--- src/rtl/gsplat_tile_dispatcher_if.sv ---
// Tile dispatcher bus bundle: DDR3 header read port plus tile dispatch port toward gsplat_core.
// master = dispatcher side, slave = memory/core side.
interface gsplat_tile_dispatcher_if;
    logic [28:0] rd_addr;
    logic [7:0]  rd_burstcnt;
    logic        rd_req;
    logic        rd_ack;
    logic [63:0] rd_data;
    logic        rd_data_valid;

    logic        tile_start;
    logic [28:0] tile_addr;
    logic [15:0] tile_px;
    logic [15:0] tile_py;
    logic [31:0] tile_splat_count;
    logic [28:0] fb_base;
    logic        tile_done;
    logic        core_busy;

    modport master (
        output rd_addr, rd_burstcnt, rd_req,
        input  rd_ack, rd_data, rd_data_valid,
        output tile_start, tile_addr, tile_px, tile_py, tile_splat_count, fb_base,
        input  tile_done, core_busy
    );

    modport slave (
        input  rd_addr, rd_burstcnt, rd_req,
        output rd_ack, rd_data, rd_data_valid,
        input  tile_start, tile_addr, tile_px, tile_py, tile_splat_count, fb_base,
        output tile_done, core_busy
    );
endinterface

--- src/rtl/gsplat_tile_dispatcher.sv ---
// Frame-level initiator for gsplat_core: walks the DDR3 tile-descriptor list, validates each
// 2-qword header, dispatches one tile at a time and prefetches the next header meanwhile.
module gsplat_tile_dispatcher #(
    parameter logic [31:0] HDR_MAGIC  = 32'h54494C45,
    parameter logic [31:0] MAX_SPLATS = 32'h0010_0000
) (
    input  logic        clk,
    input  logic        reset_n,
    input  logic        frame_start,
    input  logic [28:0] list_base,
    input  logic [15:0] tile_count,
    input  logic [28:0] fb_base_in,
    output logic        busy,
    output logic        frame_done,
    output logic        error,
    gsplat_tile_dispatcher_if.master bus
);

    localparam logic [1:0] StIdle  = 2'd0;
    localparam logic [1:0] StRun   = 2'd1;
    localparam logic [1:0] StDrain = 2'd2;
    localparam logic [1:0] StDone  = 2'd3;

    logic [1:0]  state_q, state_d;

    logic [28:0] fetch_addr_q;
    logic [28:0] fb_base_q;
    logic [15:0] count_q;
    logic [15:0] fetched_q;
    logic [15:0] dispatched_q;
    logic [15:0] completed_q;
    logic        outstanding_q;
    logic        error_q;
    logic        busy_q;
    logic        frame_done_q;

    // Read channel: rd_req_q while waiting for ack, in_flight_q while collecting the two beats.
    logic        rd_req_q;
    logic [28:0] rd_addr_q;
    logic        in_flight_q;
    logic        beat_q;
    logic [63:0] qword0_q;

    // Single-entry prefetched header buffer.
    logic        buf_valid_q;
    logic [28:0] buf_addr_q;
    logic [15:0] buf_px_q;
    logic [15:0] buf_py_q;
    logic [31:0] buf_cnt_q;

    logic        tile_start_q;
    logic [28:0] tile_addr_q;
    logic [15:0] tile_px_q;
    logic [15:0] tile_py_q;
    logic [31:0] tile_cnt_q;

    logic        accept;
    logic        in_run;
    logic        fetch_issue;
    logic        ack_take;
    logic        beat0;
    logic        beat1;
    logic [31:0] hdr_cnt;
    logic        hdr_bad;
    logic        hdr_err;
    logic [28:0] next_addr;
    logic        dispatch;
    logic        retire;
    logic        all_done;

    always_comb begin
        accept      = (state_q == StIdle) && frame_start;
        in_run      = (state_q == StRun);
        fetch_issue = in_run && !buf_valid_q && (fetched_q < count_q) && !rd_req_q && !in_flight_q;
        ack_take    = rd_req_q && bus.rd_ack;
        beat0       = in_flight_q && bus.rd_data_valid && !beat_q;
        beat1       = in_flight_q && bus.rd_data_valid && beat_q;
        hdr_cnt     = qword0_q[63:32];
        hdr_bad     = (bus.rd_data[31:0] != HDR_MAGIC) || (hdr_cnt > MAX_SPLATS);
        hdr_err     = beat1 && hdr_bad;
        // Descriptor stride is the 2-qword header plus 4 qwords per splat; wraps at 2^29.
        next_addr   = fetch_addr_q + 29'd2 + {hdr_cnt[26:0], 2'b00};
        // Requiring outstanding clear keeps exactly one tile in flight, even across tile_done.
        dispatch    = in_run && buf_valid_q && !outstanding_q && !bus.core_busy;
        retire      = outstanding_q && bus.tile_done;
        all_done    = (completed_q == count_q) && (dispatched_q == count_q) && !outstanding_q;
    end

    always_comb begin
        state_d = state_q;
        case (state_q)
            StIdle: begin
                if (frame_start) state_d = StRun;
            end
            StRun: begin
                if (hdr_err)       state_d = StDrain;
                else if (all_done) state_d = StDone;
            end
            StDrain: begin
                if (!outstanding_q) state_d = StDone;
            end
            StDone:  state_d = StIdle;
            default: state_d = StIdle;
        endcase
    end

    always_ff @(posedge clk or negedge reset_n) begin
        if (!reset_n) begin
            state_q       <= StIdle;
            fetch_addr_q  <= '0;
            fb_base_q     <= '0;
            count_q       <= '0;
            fetched_q     <= '0;
            dispatched_q  <= '0;
            completed_q   <= '0;
            outstanding_q <= 1'b0;
            error_q       <= 1'b0;
            busy_q        <= 1'b0;
            frame_done_q  <= 1'b0;
            rd_req_q      <= 1'b0;
            rd_addr_q     <= '0;
            in_flight_q   <= 1'b0;
            beat_q        <= 1'b0;
            qword0_q      <= '0;
            buf_valid_q   <= 1'b0;
            buf_addr_q    <= '0;
            buf_px_q      <= '0;
            buf_py_q      <= '0;
            buf_cnt_q     <= '0;
            tile_start_q  <= 1'b0;
            tile_addr_q   <= '0;
            tile_px_q     <= '0;
            tile_py_q     <= '0;
            tile_cnt_q    <= '0;
        end else begin
            state_q      <= state_d;
            frame_done_q <= (state_q == StDone);
            tile_start_q <= dispatch;

            if (accept) begin
                fetch_addr_q  <= list_base;
                fb_base_q     <= fb_base_in;
                count_q       <= tile_count;
                fetched_q     <= '0;
                dispatched_q  <= '0;
                completed_q   <= '0;
                outstanding_q <= 1'b0;
                error_q       <= 1'b0;
                busy_q        <= 1'b1;
                buf_valid_q   <= 1'b0;
                rd_req_q      <= 1'b0;
                in_flight_q   <= 1'b0;
                beat_q        <= 1'b0;
            end else begin
                if (state_q == StDone) busy_q <= 1'b0;

                if (fetch_issue) begin
                    rd_req_q  <= 1'b1;
                    rd_addr_q <= fetch_addr_q;
                end else if (ack_take) begin
                    rd_req_q    <= 1'b0;
                    in_flight_q <= 1'b1;
                    beat_q      <= 1'b0;
                end

                if (beat0) begin
                    qword0_q <= bus.rd_data;
                    beat_q   <= 1'b1;
                end

                if (beat1) begin
                    in_flight_q <= 1'b0;
                    beat_q      <= 1'b0;
                    if (hdr_bad) begin
                        error_q <= 1'b1;
                    end else begin
                        buf_valid_q  <= 1'b1;
                        buf_addr_q   <= fetch_addr_q;
                        buf_px_q     <= qword0_q[15:0];
                        buf_py_q     <= qword0_q[31:16];
                        buf_cnt_q    <= hdr_cnt;
                        fetch_addr_q <= next_addr;
                        fetched_q    <= fetched_q + 16'd1;
                    end
                end

                if (dispatch) begin
                    buf_valid_q   <= 1'b0;
                    outstanding_q <= 1'b1;
                    dispatched_q  <= dispatched_q + 16'd1;
                    tile_addr_q   <= buf_addr_q;
                    tile_px_q     <= buf_px_q;
                    tile_py_q     <= buf_py_q;
                    tile_cnt_q    <= buf_cnt_q;
                end else if (retire) begin
                    outstanding_q <= 1'b0;
                    completed_q   <= completed_q + 16'd1;
                end
            end
        end
    end

    assign busy       = busy_q;
    assign frame_done = frame_done_q;
    assign error      = error_q;

    assign bus.rd_addr          = rd_addr_q;
    assign bus.rd_burstcnt      = rd_req_q ? 8'd2 : 8'd0;
    assign bus.rd_req           = rd_req_q;
    assign bus.tile_start       = tile_start_q;
    assign bus.tile_addr        = tile_addr_q;
    assign bus.tile_px          = tile_px_q;
    assign bus.tile_py          = tile_py_q;
    assign bus.tile_splat_count = tile_cnt_q;
    assign bus.fb_base          = fb_base_q;

endmodule

--- src/flat_wrapper.sv ---
// flat-port wrapper written by rule: the top's interface ports become plain ports
module gsplat_tile_dispatcher_flat 
#(
    parameter logic [31:0] HDR_MAGIC  = 32'h54494C45,
    parameter logic [31:0] MAX_SPLATS = 32'h0010_0000
)
  (clk, reset_n, frame_start, list_base, tile_count, fb_base_in, busy, frame_done, error, bus_rd_addr, bus_rd_burstcnt, bus_rd_req, bus_rd_ack, bus_rd_data, bus_rd_data_valid, bus_tile_start, bus_tile_addr, bus_tile_px, bus_tile_py, bus_tile_splat_count, bus_fb_base, bus_tile_done, bus_core_busy);
  gsplat_tile_dispatcher_if bus_i ();
  input  logic clk;
  input  logic reset_n;
  input  logic frame_start;
  input  logic [28:0] list_base;
  input  logic [15:0] tile_count;
  input  logic [28:0] fb_base_in;
  output logic busy;
  output logic frame_done;
  output logic error;
  output wire logic [$bits(bus_i.rd_addr)-1:0] bus_rd_addr;
  output wire logic [$bits(bus_i.rd_burstcnt)-1:0] bus_rd_burstcnt;
  output wire logic [$bits(bus_i.rd_req)-1:0] bus_rd_req;
  input wire logic [$bits(bus_i.rd_ack)-1:0] bus_rd_ack;
  input wire logic [$bits(bus_i.rd_data)-1:0] bus_rd_data;
  input wire logic [$bits(bus_i.rd_data_valid)-1:0] bus_rd_data_valid;
  output wire logic [$bits(bus_i.tile_start)-1:0] bus_tile_start;
  output wire logic [$bits(bus_i.tile_addr)-1:0] bus_tile_addr;
  output wire logic [$bits(bus_i.tile_px)-1:0] bus_tile_px;
  output wire logic [$bits(bus_i.tile_py)-1:0] bus_tile_py;
  output wire logic [$bits(bus_i.tile_splat_count)-1:0] bus_tile_splat_count;
  output wire logic [$bits(bus_i.fb_base)-1:0] bus_fb_base;
  input wire logic [$bits(bus_i.tile_done)-1:0] bus_tile_done;
  input wire logic [$bits(bus_i.core_busy)-1:0] bus_core_busy;
  assign bus_rd_addr = bus_i.rd_addr;
  assign bus_rd_burstcnt = bus_i.rd_burstcnt;
  assign bus_rd_req = bus_i.rd_req;
  assign bus_i.rd_ack = bus_rd_ack;
  assign bus_i.rd_data = bus_rd_data;
  assign bus_i.rd_data_valid = bus_rd_data_valid;
  assign bus_tile_start = bus_i.tile_start;
  assign bus_tile_addr = bus_i.tile_addr;
  assign bus_tile_px = bus_i.tile_px;
  assign bus_tile_py = bus_i.tile_py;
  assign bus_tile_splat_count = bus_i.tile_splat_count;
  assign bus_fb_base = bus_i.fb_base;
  assign bus_i.tile_done = bus_tile_done;
  assign bus_i.core_busy = bus_core_busy;
  gsplat_tile_dispatcher #(.HDR_MAGIC(HDR_MAGIC), .MAX_SPLATS(MAX_SPLATS)) u_core (.clk(clk), .reset_n(reset_n), .frame_start(frame_start), .list_base(list_base), .tile_count(tile_count), .fb_base_in(fb_base_in), .busy(busy), .frame_done(frame_done), .error(error), .bus(bus_i));
endmodule
--- config.mk ---
export PLATFORM = sky130hd
export DESIGN_NAME = gsplat_tile_dispatcher_flat
export DESIGN_NICKNAME = d
export VERILOG_FILES = /design/src/rtl/gsplat_tile_dispatcher_if.sv /design/src/rtl/gsplat_tile_dispatcher.sv /design/src/flat_wrapper.sv
export SDC_FILE = /design/constraint.sdc
export NUM_CORES = 1
export LEC_CHECK = 0
export ABC_AREA = 1
export BUFFER_PORTS_ARGS = -buffer_cell sky130_fd_sc_hd__buf_2
export CAP_MARGIN = 20
export CORE_UTILIZATION = 35
export CTS_CLUSTER_DIAMETER = 60
export CTS_CLUSTER_SIZE = 40
export DETAILED_ROUTE_END_ITERATION = 16
export PLACE_DENSITY_LB_ADDON = 0.15
export SETUP_SLACK_MARGIN = 0.4
export SYNTH_ARGS = -nofsm -noshare
export SYNTH_HDL_FRONTEND = slang
export SYNTH_SLANG_ARGS = --single-unit
--- constraint.sdc ---
create_clock -name clk -period 3 [get_ports clk]
set_clock_uncertainty 0.2 [all_clocks]
set_input_delay 0.15 -clock clk [delete_from_list [all_inputs] [get_ports clk]]
set_output_delay 0.15 -clock clk [all_outputs]
set_load 0.02 [all_outputs]
==> impl_metrics.csv, run 1 <==
group,metric,value,unit
logic_synthesis,synth_top_family_by_area,"simple AND/OR/NAND/NOR gates",
global_routing,grt_max_degree,91,
timing,slew_headroom,0.5364,
clocking,clockBufferDepth,3,
final_layout,fin_nets,2857,
pwr,powerDensity,844.8,nW/µm²
logic_synthesis,synth-edff-count,0,
setup_path,crit_arrival,2700,ps
clocking,cts_max_level,2,
die,die_h,234.7,µm
logic_synthesis,synth-seq-cells,412,
setup_path,crit_start,"u_core.fetch_addr_q[8]",
setup_path,r2r-start,"u_core.fetch_addr_q[8]",
timing,fmax,409.8,MHz
flow_run,max_cap_violations,0,
timing,rsz0062_at_grt,"yes",
timing,setup_tns,0,ps
global_routing,grt-ovfl-total,0,
placement,dpl.hpwl,42420,µm
logic_synthesis,ys_top_cells_by_count,"nand2_1, dfrtp_1, inv_1",
logic_synthesis,yosysSeqAreaShare,0.5441,
pwr,irDropWorstVdd,0.4522,mV
placement,port-buffer-count,301,
die,fp-row-count,84,
clocking,clkLatencyLatePin,590,ps
clocking,cts_buffers,40,
setup_path,crit_type,"flop to flop",
route,ant_nets,0,
logic_synthesis,syn_inst,2207,
route,drtIter0Drc,977,
clocking,cts.sinks,412,
logic_synthesis,synth_xor_area_frac,0.01387,
setup_path,crit_fanout,4,
route,drc,0,
pwr,leakagePower,12.61,nW
die,start_util,0.3570,
logic_synthesis,syn_area,18950,µm²
route,first_pass_iters,5,
route,routed_wl,60740,µm
final_layout,final_cells,3383,
setup_path,crit_path_end_kind,"flop",
clocking,cts_tree,"done",
route,via_count,16220,
setup_path,cp.required,3260,ps
route,wire_per_inst,17.96,µm
die,io_pins,309,
setup_path,startpoint_type,"flop",
logic_synthesis,yosys.area.top_type_share,0.5441,
global_routing,antenna_found_initial,2,
timing,setup_viol,0,
clocking,clk_pin_slew,70,ps
timing,drv_slew,0,
setup_path,cpMostUsedCell,"nand2_1",
outcome,outcome,"complete, no violations",
logic_synthesis,ys.flop_type,"dfrtp_1",
timing,post-route-period-util,0.8134,
die,die-area,55070,µm²
final_layout,drive_above_1_share,0.1872,
hold_path,min_path_type,"primary input to flop",
global_routing,grtUsageTotal,0.2171,
die,coreArea,53080,µm²
final_layout,area.growth.synth_to_final,29.33,%
setup_path,worstPathCellList,"ha_1 -> nand2_1 -> nor2_1 -> nand3_1 -> nand3b_1 -> nand3b_1 -> nand2_1 -> nand2_1 -> nand3_1 -> nand2_1",
placement,gp_congestion,0.9034,
timing,fin_crit,2440,ps
logic_synthesis,synth_cell_types,40,
logic_synthesis,synthAdderAreaFrac,0.03341,
setup_path,cpPeakStageDelay,500,ps
hold_path,min_from,"fb_base_in[15]",
logic_synthesis,synth_warnings,0,
logic_synthesis,synth.area.mux_share,0.03031,
global_routing,grt_pass1_wl,93840,µm
logic_synthesis,yosys.area_share.simple,0.2201,
global_routing,grt_pass1_vias,16240,
logic_synthesis,syn_avg_cell_area,8.586,µm²
die,fp.dieW,234.7,µm
timing,hold_viol,0,
logic_synthesis,synth_compound_area_frac,0.08689,
logic_synthesis,netlist.top_cell.by_area,"dfrtp_1",
logic_synthesis,synthArstFlopShare,1.000,
setup_path,cpMaxStageDelayCell,"dfrtp_1",
route,vias_per_cell,4.796,
logic_synthesis,yosysMostFrequentCell,"nand2_1",
logic_synthesis,netlist_top_cells_area,"dfrtp_1, nand2_1, o21ai_0, inv_1, ha_1",
placement,placedCellCount,3150,
clocking,cts_root_buf,"clkbuf_16",
timing,tightest_slew,695.4,ps
worst paths after layout:
path / to / slack [ps] / cells after the start
max in group asynchronous: u_core.fetch_addr_q[9] / 1110 / 4
min in group asynchronous: u_core.buf_px_q[2] / 490 / 3
worst max register to register: u_core.fetch_addr_q[27] / 560 / 10
worst min-delay path: u_core.bus.fb_base[15] / 100 / 4
worst max-delay path: u_core.fetch_addr_q[27] / 560 / 10
worst min register to register: u_core.buf_cnt_q[26] / 270 / 2
worst max-delay path, delay by kind of cell, from the launching register on:
family                   cells  cell delay [ps]
AND/OR/NAND/NOR              9             1200
adder cells (fa/ha/maj)      1              440
flip-flops                   1              500
metal layers:
metal  part of all wire  global-route usage  vias up
li1                   -                   -     7972
met2               0.48              0.3702      339
met4              0.026             0.06081        0
met1               0.45              0.2840     7832
met5                  0                   0        -
met3              0.042             0.03595       81
through the flow:
step	cell area, µm²	worst slack, ps	hold slack [ps]	util	power, mW
final	24510	559.7	101.6	0.4617	20.70
after global routing	24510	320.5	86.90	0.4617	22.09
after global placement	21280	253.9	2.992	0.4009	15.04
after floorplan	18970	892.9	-345.6	-	12.28
after detailed placement	21280	187.0	-2.635	0.4009	15.08
after CTS	24250	403.0	61.50	0.4569	20.79
state kept, by name, indices dropped and copies added, names as in the netlist, 29 cells and up:
signal,count
u_core.fetch_addr_q,29
u_core.bus.rd_addr,29
u_core.bus.tile_addr,29
u_core.bus.fb_base,29
u_core.bus.tile_splat_count,32
u_core.buf_cnt_q,32
u_core.qword0_q,64
u_core.buf_addr_q,29
report_power, final:
group          internal, mW  switching, mW  leakage (nW)
Sequential             6.69           1.04          5.06
Clock                  2.85           2.59         0.681
Combinational          2.74           4.79          6.87
Total                  12.3           8.42          12.6
area by class of cell:
| class | count | area [µm²] |
|---|---|---|
| clock buffers | 43 | 1033 |
| flip-flops and latches | 412 | 10310 |
| multi-input cells | 1485 | 7433 |
| clock inverters | 30 | 379.1 |
| diodes | 2 | 5.005 |
| inverters | 228 | 872.1 |
| fillers | 5214 | 28570 |
| well taps | 688 | 860.8 |
| repair buffers | 494 | 3603 |
| repair inverters | 1 | 8.758 |
cell usage in the layout (no fill, tap or decap), types with 4 or more instances in the layout:
cell	n
a211oi_1	5
a21oi_1	58
a21oi_2	4
buf_12	6
buf_16	6
buf_2	300
buf_4	29
clkbuf_16	45
clkinv_4	5
clkinv_8	5
conb_1	7
dfrtp_1	411
dlygate4sd3_1	146
ha_1	47
inv_1	224
inv_6	6
inv_8	4
mux2_2	51
nand2_1	719
nand3_1	112
nand3b_1	10
nand4_1	18
nor2_1	120
nor2_2	6
nor2_4	4
nor3_1	27
o211ai_1	8
o21ai_0	217
o21ai_1	14
o22ai_1	6
xnor2_1	17
xor2_1	13
repair_timing:
| action | 4_1_cts | 5_1_grt |
|---|---|---|
| pin swaps | 0 | 1 |
| resized for setup | 9 | 33 |
| gates cloned | 2 | 5 |
| hold buffers | 146 | 0 |
| endpoints found under the hold margin | 520 | 0 |
| buffers inserted | 0 | 5 |
| setup endpoints to repair | 117 | 143 |
cell families after synthesis:
logic type | Yosys count
multiplexers | 51
flip-flops | 412
adder cells (fa/ha/maj) | 50
AND/OR/NAND/NOR | 1029
XOR/XNOR | 30
other | 1
buffers and inverters | 316
AO/OA/AOI/OAI | 318
(Power assumes the default switching activity.)
==> run 2, diff against run 1 <==
==> constraint.sdc (replaced) <==
create_clock -name clk -period 2.05 [get_ports clk]
set_clock_uncertainty 0.2 [all_clocks]
set_input_delay 0.1025 -clock clk [delete_from_list [all_inputs] [get_ports clk]]
set_output_delay 0.1025 -clock clk [all_outputs]
set_load 0.02 [all_outputs]
==> run 2 against run 1 <==
Net effect:
- the run now ends with setup timing left
- core utilization grew 12 points
- worst hold slack lost 53 ps
- critical path type unchanged
- global-route usage rose by 2.6 points
- fmax up 7.0%
- final cell count is 9.8% higher
- largest cell class unchanged
- combinational power grew 140%
- clock power grew 49%
==> impl_metrics.csv, run 2 (synthesized netlist as in run 1, its figures left out) <==
group,metric,value,unit
global_routing,grtUsageTotal,0.2430,
timing,hold_viol,0,
final_layout,drive_above_1_share,0.4174,
flow_run,max_cap_violations,0,
route,routed_wl,69030,µm
final_layout,regMostFlops,"u_core.qword0_q",
route,drc,0,
final_layout,fillCellCount,4532,
route,wire_per_inst,18.58,µm
global_routing,grt-ovfl-total,0,
pwr,leakagePower,15.62,nW
placement,gp_congestion,0.9277,
setup_path,crit_arrival,2540,ps
route,via_count,18100,
timing,slew_headroom,0.5787,
timing,fmax,438.5,MHz
outcome,outcome,"finished, violations left",
die,die_h,234.7,µm
timing,drv_slew,0,
hold_path,hold_depth,4,
clocking,cts_max_level,2,
final_layout,area.growth.synth_to_final,62.64,%
die,fp.dieW,234.7,µm
timing,post-route-period-util,1.113,
timing,rsz0062_at_grt,"yes",
die,start_util,0.3570,
placement,dpl.hpwl,44100,µm
placement,port-buffer-count,301,
clocking,cts_buffers,39,
die,die-area,55070,µm²
timing,tightest_slew,632.0,ps
clocking,cts_root_buf,"clkbuf_16",
setup_path,startpoint_type,"flop",
clocking,clk_pin_slew,80,ps
die,coreArea,53080,µm²
global_routing,grt_max_degree,60,
timing,hold_ws,48.49,ps
clocking,clockBufferDepth,3,
setup_path,cp.required,2310,ps
clocking,cts.sinks,412,
final_layout,layout_common_cells,"nand2_1, dfrtp_1, buf_2",
final_layout,final_common_cell,"nand2_1",
global_routing,grt_pass1_vias,18430,
route,vias_per_cell,4.869,
setup_path,crit_fanout,5,
route,first_pass_iters,5,
final_layout,largest_reg_flops,64,
die,fp-row-count,84,
global_routing,antenna_found_initial,2,
setup_path,r2r.worst_path.cells,12,
setup_path,crit_type,"flop to flop",
setup_path,crit_path_end_kind,"flop",
pwr,irDropWorstVdd,0.8059,mV
outcome,violations,"setup timing",
global_routing,grt_pass1_wl,104500,µm
final_layout,fin_nets,3190,
final_layout,seqCellArea,10320,µm²
pwr,powerDensity,1210,nW/µm²
timing,fin_crit,2281,ps
route,ant_nets,0,
die,io_pins,309,
timing,setup_viol,279,
route,drtIter0Drc,1087,
hold_path,min_path_type,"primary input to flop",
timing,setup_slack,-230.7,ps
clocking,clkLatencyLatePin,600,ps
clocking,cts_tree,"done",
final_layout,multiInputGateArea,9558,µm²
placement,pre_cts_slack,-376.4,ps
[run 2: changes by cell type in the layout (fill, tap and decap cells not counted), sizes merged]
cell and change:
nor2 +1, clkbuf +6, inv +3, clkinv +3, bufinv -2, dlygate4sd3 -1
bufbuf +4, buf +319
[run 2: what timing repair did]
item                       4_1_cts  5_1_grt
setup endpoints to repair      410      463
gates cloned                    41       13
pin swaps                       21       39
hold buffers                   145        0
gates resized for setup        309      244
hold endpoints to repair       566        0
buffers inserted                53       20
[run 2: worst paths after layout]
| path | start | end | slack (ps) |
|---|---|---|---|
| min in group asynchronous | reset_n | u_core.bus.tile_px[3] | 400 |
| worst min register to register | u_core.buf_cnt_q[27] | u_core.buf_cnt_q[27] | 270 |
| worst min-delay path | fb_base_in[26] | u_core.bus.fb_base[26] | 50 |
| worst max-delay path | u_core.qword0_q[56] | u_core.buf_addr_q[8] | -230 |
| worst max register to register | u_core.qword0_q[56] | u_core.buf_addr_q[8] | -230 |
| max in group asynchronous | reset_n | u_core.bus.fb_base[4] | 470 |
[run 2: metrics by stage]
step           setup TNS, ps  cells  instance area, µm²  total power [mW]    util
2_1_floorplan              0   2213               20020             19.33       -
3_3_place_gp          -40130   3370               23870             25.89  0.4498
3_5_place_dp          -45960   3370               23870             26.02  0.4498
4_1_cts               -16960   3681               29410             36.13  0.5540
5_1_grt               -59950   3716               30820             39.56  0.5807
6_report              -34290   3716               30820             37.30  0.5807
[run 2: metal layers]
metal  global-route usage  vias to the layer above  wire length [µm]
met3              0.03090                       99              2474
met4              0.05901                        0              1588
met2               0.4362                      395             35910
met5                    0                        -                 0
li1                     -                     8699                 -
met1               0.3090                     8902             29060
[run 2: area by class of cell]
cell class | count | share of cell area
antenna | 2 | 0.0001624
clock buffer | 41 | 0.03292
clock inverter | 31 | 0.01405
inverter | 228 | 0.02984
multi-input combinational | 1486 | 0.3101
sequential | 412 | 0.3348
tap | 688 | 0.02793
timing repair buffer | 824 | 0.2477
timing repair inverter | 4 | 0.002436
[run 2: power by group]
group / switching (mW) / internal (mW) / leakage [nW]
clock network: 4.09 / 4.02 / 0.693
registers: 1.45 / 9.81 / 5.05
logic: 9.06 / 8.86 / 9.88
total: 14.6 / 22.7 / 15.6
[run 2: critical path, stage by stage (launching register included)]
cell	delay, ps
dfrtp_1	420
nor2_2	130
nand2_1	90
nor2_2	170
nand2_2	80
nor2_4	180
nand3_4	100
nor2_4	190
nand2_8	130
clkinv_8	110
buf_12	140
clkbuf_16	150
o21ai_1	60
==> run 3, diff against run 2 <==
--- a/config.mk
+++ b/config.mk
@@ -12,7 +12,7 @@
 export CTS_CLUSTER_DIAMETER = 60
 export CTS_CLUSTER_SIZE = 40
 export DETAILED_ROUTE_END_ITERATION = 16
-export PLACE_DENSITY_LB_ADDON = 0.15
+export PLACE_DENSITY_LB_ADDON = 0.2
 export SETUP_SLACK_MARGIN = 0.4
 export SYNTH_ARGS = -nofsm -noshare
 export SYNTH_HDL_FRONTEND = slang
==> run 3 against run 2 <==
Net effect:
- the flow still finishes with violations (setup timing)
- register-to-register slack better by 50 ps
- clock power down 3.4%
- flip-flop and latch count unchanged
- critical endpoint is now u_core.fetch_addr_q[24]
- wire length down 1.1%
- fmax up 2.0%
- highest routed layer unchanged
- critical path depth up 1
==> impl_metrics.csv, run 3 (synthesized netlist as in run 1, its figures left out) <==
group,metric,value,unit
final_layout,regMostFlops,"u_core.qword0_q",
final_layout,layout_common_cells,"nand2_1, dfrtp_1, buf_2",
setup_path,cp.required,2360,ps
timing,fin_crit,2235,ps
pwr,leakagePower,15.44,nW
placement,post_dp_cell_area,23990,µm²
timing,setup_slack,-185.3,ps
pwr,powerDensity,1258,nW/µm²
route,drtIter0Drc,1189,
final_layout,fin_nets,3187,
timing,setup_tns,-18800,ps
route,dr_wl_met2,35520,µm
final_layout,post-route-util,0.5714,
flow_run,max_cap_violations,0,
route,highest_layer,"met4",
die,die-area,55070,µm²
route,vias_per_cell,4.853,
route,via_count,18010,
clocking,cts_root_buf,"clkbuf_16",
die,die_h,234.7,µm
route,ant_nets,0,
setup_path,crit_fanout,7,
final_layout,final_common_cell,"nand2_1",
clocking,cts_tree,"done",
die,io_pins,309,
final_layout,stdcell_area,30330,µm²
route,first_pass_iters,7,
die,start_util,0.3570,
setup_path,startpoint_type,"flop",
clocking,cts_buffers,39,
clocking,clkLatencyLatePin,580,ps
route,drc,0,
setup_path,crit_type,"flop to flop",
route,wl_met3,2664,µm
outcome,violations,"setup timing",
placement,gp_congestion,0.8906,
final_layout,largest_reg_flops,64,
setup_path,crit_arrival,2550,ps
timing,hold_viol,0,
die,coreArea,53080,µm²
pwr,irDropWorstVdd,0.6989,mV
clocking,clk_pin_slew,80,ps
pwr,finalPower,38.16,mW
final_layout,area.growth.synth_to_final,60.03,%
placement,dpl.hpwl,44030,µm
timing,post-route-period-util,1.090,
clocking,cts.sinks,412,
global_routing,grt-ovfl-total,0,
timing,fmax,447.4,MHz
timing,rsz0062_at_grt,"yes",
clocking,clockBufferDepth,3,
hold_path,min_path_type,"primary input to flop",
global_routing,grt_pass1_wl,98330,µm
die,fp-row-count,84,
timing,setup_viol,231,
placement,port-buffer-count,301,
global_routing,grtUsageTotal,0.2270,
setup_path,crit_path_end_kind,"flop",
die,fp.dieW,234.7,µm
clocking,cts_max_level,2,
global_routing,grt_pass1_vias,18060,
outcome,outcome,"finished, violations left",
global_routing,grt_max_degree,73,
route,wire_per_inst,18.39,µm
timing,drv_slew,0,
route,routed_wl,68250,µm
route,wl_met1,28220,µm
final_layout,drive_above_1_share,0.4113,
global_routing,antenna_found_initial,1,
run 3: changes by cell type in the layout (fill, tap and decap cells not counted), sizes merged:
| cell | delta |
|---|---|
| inv | -1 |
| diode | -1 |
| clkbuf | +13 |
| buf | -9 |
| clkinv | -3 |
| clkinvlp | -2 |
| bufinv | +3 |
| nor2 | -1 |
| bufbuf | -4 |
run 3: critical path, cell delays in order, from the launching register on:
cell	delay, ps
dfrtp_1	440
nor2_1	140
nand2_1	110
nor2_4	150
nand3_4	100
nand2_2	100
nand3_4	90
nor2_4	160
nand2_4	100
clkinv_8	90
buf_12	160
buf_16	160
nand3_2	90
nand3_1	80
run 3: layout make-up:
type / instances / area, µm²
Multi-Input combinational cell: 1485 / 9718
Timing Repair inverter: 2 / 17.52
Fill cell: 4669 / 22750
Clock buffer: 41 / 983.4
Timing Repair Buffer: 824 / 7163
Inverter: 228 / 885.9
Antenna cell: 1 / 2.502
Sequential cell: 412 / 10320
Tap cell: 688 / 860.8
Clock inverter: 30 / 371.6
run 3: what timing repair did:
item	in CTS	in global routing
setup endpoints to repair	409	451
resized for setup	113	418
hold endpoints to repair	576	0
buffers inserted	36	37
hold buffers	145	0
pin swaps	44	82
gates cloned	9	35
run 3: metrics by stage:
step | setup slack (ps) | instances | hold slack, ps
global route | -246.9 | 3711 | 48.86
detailed placement | -353.8 | 3377 | -152.4
CTS | -139.5 | 3638 | 21.10
floorplan | 96.29 | 2213 | -393.1
global placement | -307.0 | 3377 | -155.3
finish | -185.3 | 3711 | 56.09
run 3: path summary, 6_finish.rpt:
check	from	end	slack, ps	cells after the start
max in group asynchronous	reset_n	u_core.buf_addr_q[20]	480	4
min	fb_base_in[13]	u_core.bus.fb_base[13]	60	4
min reg2reg	u_core.buf_cnt_q[27]	u_core.buf_cnt_q[27]	270	2
max	u_core.qword0_q[47]	u_core.fetch_addr_q[24]	-190	13
min in group asynchronous	reset_n	u_core.bus.tile_addr[24]	350	3
max reg2reg	u_core.qword0_q[47]	u_core.fetch_addr_q[24]	-190	13
run 3: power breakdown:
group	switching, mW	internal [mW]	total [mW]	leakage [nW]
logic	9.86	9.23	19.1	9.73
registers	1.42	9.81	11.2	5.05
clock network	3.74	4.10	7.84	0.663
total	15.0	23.1	38.2	15.4
run 3: metal layers:
metal,vias up,GRT usage
li1,8654,-
met1,8840,0.2781
met2,411,0.4094
met3,106,0.03501
met4,0,0.06818
met5,-,0
